$ cat src/rtl/branch_pattern_table.sv
// branch_pattern_table
//   Fetch-stage branch pattern history table: 2^INDEX_BITS saturating
//   counters indexed by PC bits XORed with a global history register
//   (gshare). Registered prediction one cycle after a lookup; resolved
//   branches train the table and shift the history through the update port.
//
//   Ports
//     clk, rst        clock, synchronous active-high reset
//     pred_valid/pc   lookup request
//     pred_out_valid  registered copy of pred_valid
//     pred_taken      registered counter MSB
//     pred_ctr        registered counter value used
//     pred_index      registered index used (returned later as update_index)
//     update_valid    training request
//     update_index    entry to train
//     update_taken    resolved outcome
//     ghr             global history, newest outcome in bit 0 (0 if GHR_BITS=0)

// One table entry: a counter flop that resets to weakly-not-taken and loads
// the precomputed next value when selected for training.
module bpt_entry #(
   parameter int CTR_BITS = 2
) (
   input  logic                clk,
   input  logic                rst,
   input  logic                wr_en,
   input  logic [CTR_BITS-1:0] wr_ctr,
   output logic [CTR_BITS-1:0] ctr
);
   localparam logic [CTR_BITS-1:0] CTR_WNT = {1'b0, {(CTR_BITS-1){1'b1}}};

   always_ff @(posedge clk) begin
      if (rst)        ctr <= CTR_WNT;
      else if (wr_en) ctr <= wr_ctr;
   end
endmodule

module branch_pattern_table #(
   parameter int INDEX_BITS = 6,
   parameter int CTR_BITS   = 2,
   parameter int GHR_BITS   = 4,
   parameter int PC_LSB     = 2
) (
   input  logic                                clk,
   input  logic                                rst,
   input  logic                                pred_valid,
   input  logic [31:0]                         pred_pc,
   output logic                                pred_out_valid,
   output logic                                pred_taken,
   output logic [CTR_BITS-1:0]                 pred_ctr,
   output logic [INDEX_BITS-1:0]               pred_index,
   input  logic                                update_valid,
   input  logic [INDEX_BITS-1:0]               update_index,
   input  logic                                update_taken,
   output logic [((GHR_BITS>0)?GHR_BITS:1)-1:0] ghr
);
   localparam int ENTRIES = 1 << INDEX_BITS;
   localparam int GW      = (GHR_BITS > 0) ? GHR_BITS : 1;
   localparam logic [CTR_BITS-1:0] CTR_MAX = '1;
   localparam logic [CTR_BITS-1:0] CTR_ONE = CTR_BITS'(1);

   logic [ENTRIES-1:0][CTR_BITS-1:0] ctr_tab;
   logic [GW-1:0]                    ghr_q;
   logic [INDEX_BITS-1:0]            ghr_ext;
   logic [INDEX_BITS-1:0]            lkp_idx;
   logic [CTR_BITS-1:0]              lkp_ctr;
   logic [CTR_BITS-1:0]              upd_cur;
   logic [CTR_BITS-1:0]              upd_nxt;

   // Single saturating incrementer/decrementer shared by every entry; only
   // one update per cycle so one copy suffices.
   assign upd_cur = ctr_tab[update_index];

   always_comb begin
      upd_nxt = upd_cur;
      if (update_taken) begin
         if (upd_cur != CTR_MAX) upd_nxt = upd_cur + CTR_ONE;
      end else begin
         if (upd_cur != '0)      upd_nxt = upd_cur - CTR_ONE;
      end
   end

   for (genvar g = 0; g < ENTRIES; g++) begin : g_ent
      bpt_entry #(.CTR_BITS(CTR_BITS)) u_ent (
         .clk    (clk),
         .rst    (rst),
         .wr_en  (update_valid && (update_index == INDEX_BITS'(g))),
         .wr_ctr (upd_nxt),
         .ctr    (ctr_tab[g])
      );
   end

   // Global history. Width 0 collapses to a constant zero bit.
   if (GHR_BITS == 0) begin : g_no_ghr
      assign ghr_q = '0;
   end else if (GHR_BITS == 1) begin : g_ghr1
      always_ff @(posedge clk) begin
         if (rst)               ghr_q <= '0;
         else if (update_valid) ghr_q <= update_taken;
      end
   end else begin : g_ghrn
      always_ff @(posedge clk) begin
         if (rst)               ghr_q <= '0;
         else if (update_valid) ghr_q <= {ghr_q[GW-2:0], update_taken};
      end
   end

   assign ghr = ghr_q;

   // History zero-extended into the low index bits.
   for (genvar b = 0; b < INDEX_BITS; b++) begin : g_gext
      if (b < GHR_BITS) begin : g_h
         assign ghr_ext[b] = ghr_q[b];
      end else begin : g_z
         assign ghr_ext[b] = 1'b0;
      end
   end

   assign lkp_idx = pred_pc[PC_LSB +: INDEX_BITS] ^ ghr_ext;

   // Same-cycle update to the looked-up entry is forwarded so the
   // prediction reflects the post-update counter.
   assign lkp_ctr = (update_valid && (update_index == lkp_idx)) ? upd_nxt
                                                               : ctr_tab[lkp_idx];

   always_ff @(posedge clk) begin
      if (rst) begin
         pred_out_valid <= 1'b0;
         pred_taken     <= 1'b0;
         pred_ctr       <= '0;
         pred_index     <= '0;
      end else begin
         pred_out_valid <= pred_valid;
         if (pred_valid) begin
            pred_taken <= lkp_ctr[CTR_BITS-1];
            pred_ctr   <= lkp_ctr;
            pred_index <= lkp_idx;
         end
      end
   end
endmodule

$ cat config.mk
export PLATFORM = sky130hd
export DESIGN_NAME = branch_pattern_table
export DESIGN_NICKNAME = d
export VERILOG_FILES = /design/src/rtl/branch_pattern_table.sv
export SDC_FILE = /design/constraint.sdc
export NUM_CORES = 1
export LEC_CHECK = 0
export ABC_CLOCK_PERIOD_IN_PS = 7700
export CAP_MARGIN = 20
export CELL_PAD_IN_SITES_DETAIL_PLACEMENT = 0
export CELL_PAD_IN_SITES_GLOBAL_PLACEMENT = 1
export CORE_ASPECT_RATIO = 2
export CORE_MARGIN = 2
export CORE_UTILIZATION = 45
export CTS_BUF_LIST = sky130_fd_sc_hd__clkbuf_4 sky130_fd_sc_hd__clkbuf_8
export CTS_CLUSTER_DIAMETER = 40
export CTS_CLUSTER_SIZE = 28
export DETAILED_ROUTE_END_ITERATION = 8
export GPL_ROUTABILITY_DRIVEN = 0
export GPL_TIMING_DRIVEN = 0
export HOLD_SLACK_MARGIN = 0.1
export PLACE_DENSITY_LB_ADDON = 0.1
export SLEW_MARGIN = 15
export SYNTH_ARGS = -nofsm -noshare
export SYNTH_HDL_FRONTEND = slang
export SYNTH_SLANG_ARGS = --single-unit
$ cat constraint.sdc
create_clock -name clk -period 7.7 [get_ports clk]
set_input_delay 1.54 -clock clk [delete_from_list [all_inputs] [get_ports clk]]
set_output_delay 1.54 -clock clk [all_outputs]
set_load 0.01 [all_outputs]
==> results of run 1 <==
[through the flow]
stage / instance area, µm² / worst slack [ps] / cells / util (%) / total power [mW]
2_1_floorplan: 7500 / 3640 / 807 / - / 0.893
3_3_place_gp: 8000 / 2210 / 1035 / 49.2 / 0.967
3_5_place_dp: 8090 / 2100 / 1042 / 49.7 / 0.973
4_1_cts: 8510 / 2600 / 1073 / 52.3 / 1.62
5_1_grt: 8520 / 2360 / 1074 / 52.4 / 1.66
6_report: 8520 / 2470 / 1074 / 52.4 / 1.61
[sequential cells by signal, indices dropped and copies added (netlist names)]
register,flops
pred_taken,1
pred_index,6
pred_ctr,1
g_ent.u_ent.ctr,128
ghr,4
pred_out_valid,1
[critical path: stages]
cell	delay, ps
clkdlybuf4s50_1	530
buf_1	750
clkbuf_1	570
mux4_2	430
a22oi_1	170
a21oi_1	140
or4_1	430
maj3_2	330
buf_2	240
buf_2	240
nor2_1	130
nor3_1	70
[kinds of logic (layout without fill, tap and decap cells)]
family | Yosys count | in the layout | synth area share [%]
AO/OA/AOI/OAI | 169 | 169 | 15.5
XOR/XNOR | 13 | 13 | 1.70
adder cells (fa/ha/maj) | 2 | 2 | 0.300
buffers and inverters | 72 | 135 | 4.65
flip-flops | 141 | 141 | 37.6
multiplexers | 76 | 76 | 21.3
AND/OR/NAND/NOR | 334 | 334 | 18.9
[worst paths after layout]
| check | slack, ps | endpoint |
|---|---|---|
| setup / recovery | 2470 | g_ent[62].u_ent.ctr[1] |
| hold / removal | 450 | pred_ctr[0] |
| setup reg to reg | 4390 | pred_taken |
| hold reg to reg | 450 | pred_ctr[0] |
[power by group through the flow]
stage	clock [mW]	combinational [mW]	sequential [mW]
floorplan	0	0.132	0.761
global placement	0	0.207	0.760
detailed placement	0	0.212	0.761
CTS	0.660	0.212	0.744
global route	0.692	0.227	0.745
finish	0.651	0.214	0.744
[area by class of cell]
| class | instances | area, µm² |
|---|---|---|
| timing repair buffer | 32 | 300 |
| clock inverter | 14 | 183 |
| multi-input combinational | 594 | 4370 |
| sequential | 141 | 2820 |
| fill | 1510 | 7750 |
| buffer | 69 | 338 |
| tap | 204 | 255 |
| clock buffer | 17 | 234 |
| inverter | 3 | 11.3 |
[cell usage in the layout (no fill, tap or decap), types with 4 or more instances in the layout]
| master | synthesis | final |
|---|---|---|
| mux4_2 | 67 | 67 |
| buf_6 | 7 | 7 |
| buf_2 | 11 | 11 |
| a21oi_1 | 71 | 71 |
| xnor2_1 | 9 | 8 |
| nor3_1 | 73 | 67 |
| nor2_1 | 155 | 155 |
| clkinvlp_4 | 0 | 5 |
| buf_4 | 3 | 11 |
| nand2_1 | 77 | 77 |
| a211oi_1 | 6 | 6 |
| clkdlybuf4s50_1 | 0 | 24 |
| clkbuf_1 | 43 | 43 |
| nand3_1 | 5 | 5 |
| a211o_1 | 64 | 64 |
| dfxtp_1 | 141 | 141 |
| a22oi_1 | 16 | 16 |
| nor3_2 | 0 | 6 |
| clkbuf_8 | 0 | 17 |
| buf_1 | 4 | 4 |
| inv_6 | 0 | 5 |
| mux2i_1 | 8 | 8 |
| nand2b_1 | 8 | 8 |
[metal layers]
metal / wire, µm / vias to the layer above / share of wire (%)
met4: 2260 / 0 / 8.5
li1: - / 3077 / -
met2: 12800 / 411 / 48
met3: 2100 / 117 / 7.9
met1: 9450 / 3271 / 36
met5: 0 / - / 0
==> reports/metrics.cfg, run 1 <==
[global_routing]
grtUsageMet1_pct = 37.1
grt_max_degree = 17
grt_overflow = 0
grtUsageMet3_pct = 6.78
grt_pass1_wl_mm = 40.3
grt_use_total_pct = 31.1
grt-busiest-layer = met2
use_met2_pct = 47.9
grt_pass1_vias = 6663
grt_antenna_before_repair = 0

[timing]
hold_ws_ps = 452
rsz0062_at_grt = false
hold_violations = 0
setup_viol = 0
period_share_pct = 67.9
max_freq_ghz = 0.191
period_minus_slack_ps = 5230
tightestPinTransition_ps = 1180
tns_ps = 0
finalMaxSlewViolations = 0
finalClockSkew_ps = 19.4
maxSlewHeadroom_pct = 21.0

[pwr]
power_density_nw_per_um2 = 189
p_int_mw = 1.14
ir_drop_mv = 0.106
clkPwrFrac_pct = 40.5
pwr-share-comb_pct = 13.3
power_switching_mw = 0.472
power.share.sequential_pct = 46.2
swShare_pct = 29.3
leakagePower_nw = 2.78

[floorplanning]
core_area_um2 = 16300
dieArea_um2 = 17800
die_h_um = 187
fp-row-count = 66
die_w_um = 95.3
start_util_pct = 46.1
io_pins = 57

[yosys]
synth_edf_count = 0
synth-seq-area-share_pct = 37.6
synth_fp_nets = 850
syn_area_um2 = 7500
synth_common_cells = nor2_1 (155), dfxtp_1 (141), nand2_1 (77), nor3_1 (73), a21oi_1 (71)
synth.top_cell.area_share_pct = 37.6
yosysMostFrequentCell = nor2_1
synthArstFlopShare_pct = 0
synth_area_leader_cell = dfxtp_1
ys_ff_latch = 141
avgSynthCellArea_um2 = 9.29
syn-instance-count = 807
yosysWarnings = 0
yosys.cell_types.count = 40
synth-main-ff-cell = dfxtp_1
synthTopCellsByArea = dfxtp_1 (38%), mux4_2 (20%), nor2_1 (7.8%)

[clock_network]
clockBufferDepth = 2
hold_buffers = 0
clock_latency_ps = 470
htree_levels = 4
clk_pin_slew_ps = 90
post-cts-setup-buffers = 0
clock_sink_count = 141
cts_resized = 0
cts_root_buffer = clkbuf_8
cts_buffers = 17
tritoncts = yes

[min_path]
hp-class = reg -> reg
holdPathStages = 2
min_from = pred_ctr[0]

[drt]
wl_per_cell_um = 24.8
drtPass1Iterations = 5
drc_errors = 0
vias_per_cell = 6.40
vias = 6876
final_antenna_net_count = 0
wirelength_mm = 26.6
drtIter0Drc = 655

[setup_path]
worstPathArrival_ps = 5560
crit_path_max_fanout = 10
end_kind = flip-flop
worstSetupStartpointType = primary input
rr_startpoint = ghr[1]
worstPathRequired_ps = 8030
startpoint = update_index[1]
reg2reg_depth = 9
criticalPathCategory = in -> reg

[finish]
diodes = 0
num-nets-final = 901
areaGrowthSynthToFinish_pct = 13.5
drive_above_1_share_pct = 16.0

[job]
maxCapViolCount = 0

[place]
hpwlAfterDp_mm = 19.8
port_buffers = 24

[status]
status = completed

(Power assumes the default switching activity.)
==> inputs of run 2 (changes only) <==
- ABC_CLOCK_PERIOD_IN_PS: 7700 -> 5450
- clock period: 7.7 -> 5.45 ns (I/O delays scaled with it)
==> results of run 2 <==
Same layout as run 1 (identical final DEF). Status: completed.
Main changes from that run: setup slack after placement 2100 ps -> 304 ps; setup slack after layout 2470 ps -> 670 ps; register-to-register setup slack 4390 ps -> 2140 ps; total power 1.61 mW -> 2.27 mW; worst IR drop on VDD 0.106 mV -> 0.150 mV
==> inputs of run 3 (changes only) <==
- ABC_CLOCK_PERIOD_IN_PS: 5450 -> 5860
- HOLD_SLACK_MARGIN: 0.1 -> 0.02
- clock period: 5.45 -> 5.86 ns (I/O delays scaled with it)
==> results of run 3 <==
Same layout as run 1 (identical final DEF). Status: completed.
Main changes from that run: setup slack after placement 2100 ps -> 632 ps; setup slack after layout 2470 ps -> 998 ps; register-to-register setup slack 4390 ps -> 2550 ps; total power 1.61 mW -> 2.11 mW; worst IR drop on VDD 0.106 mV -> 0.139 mV
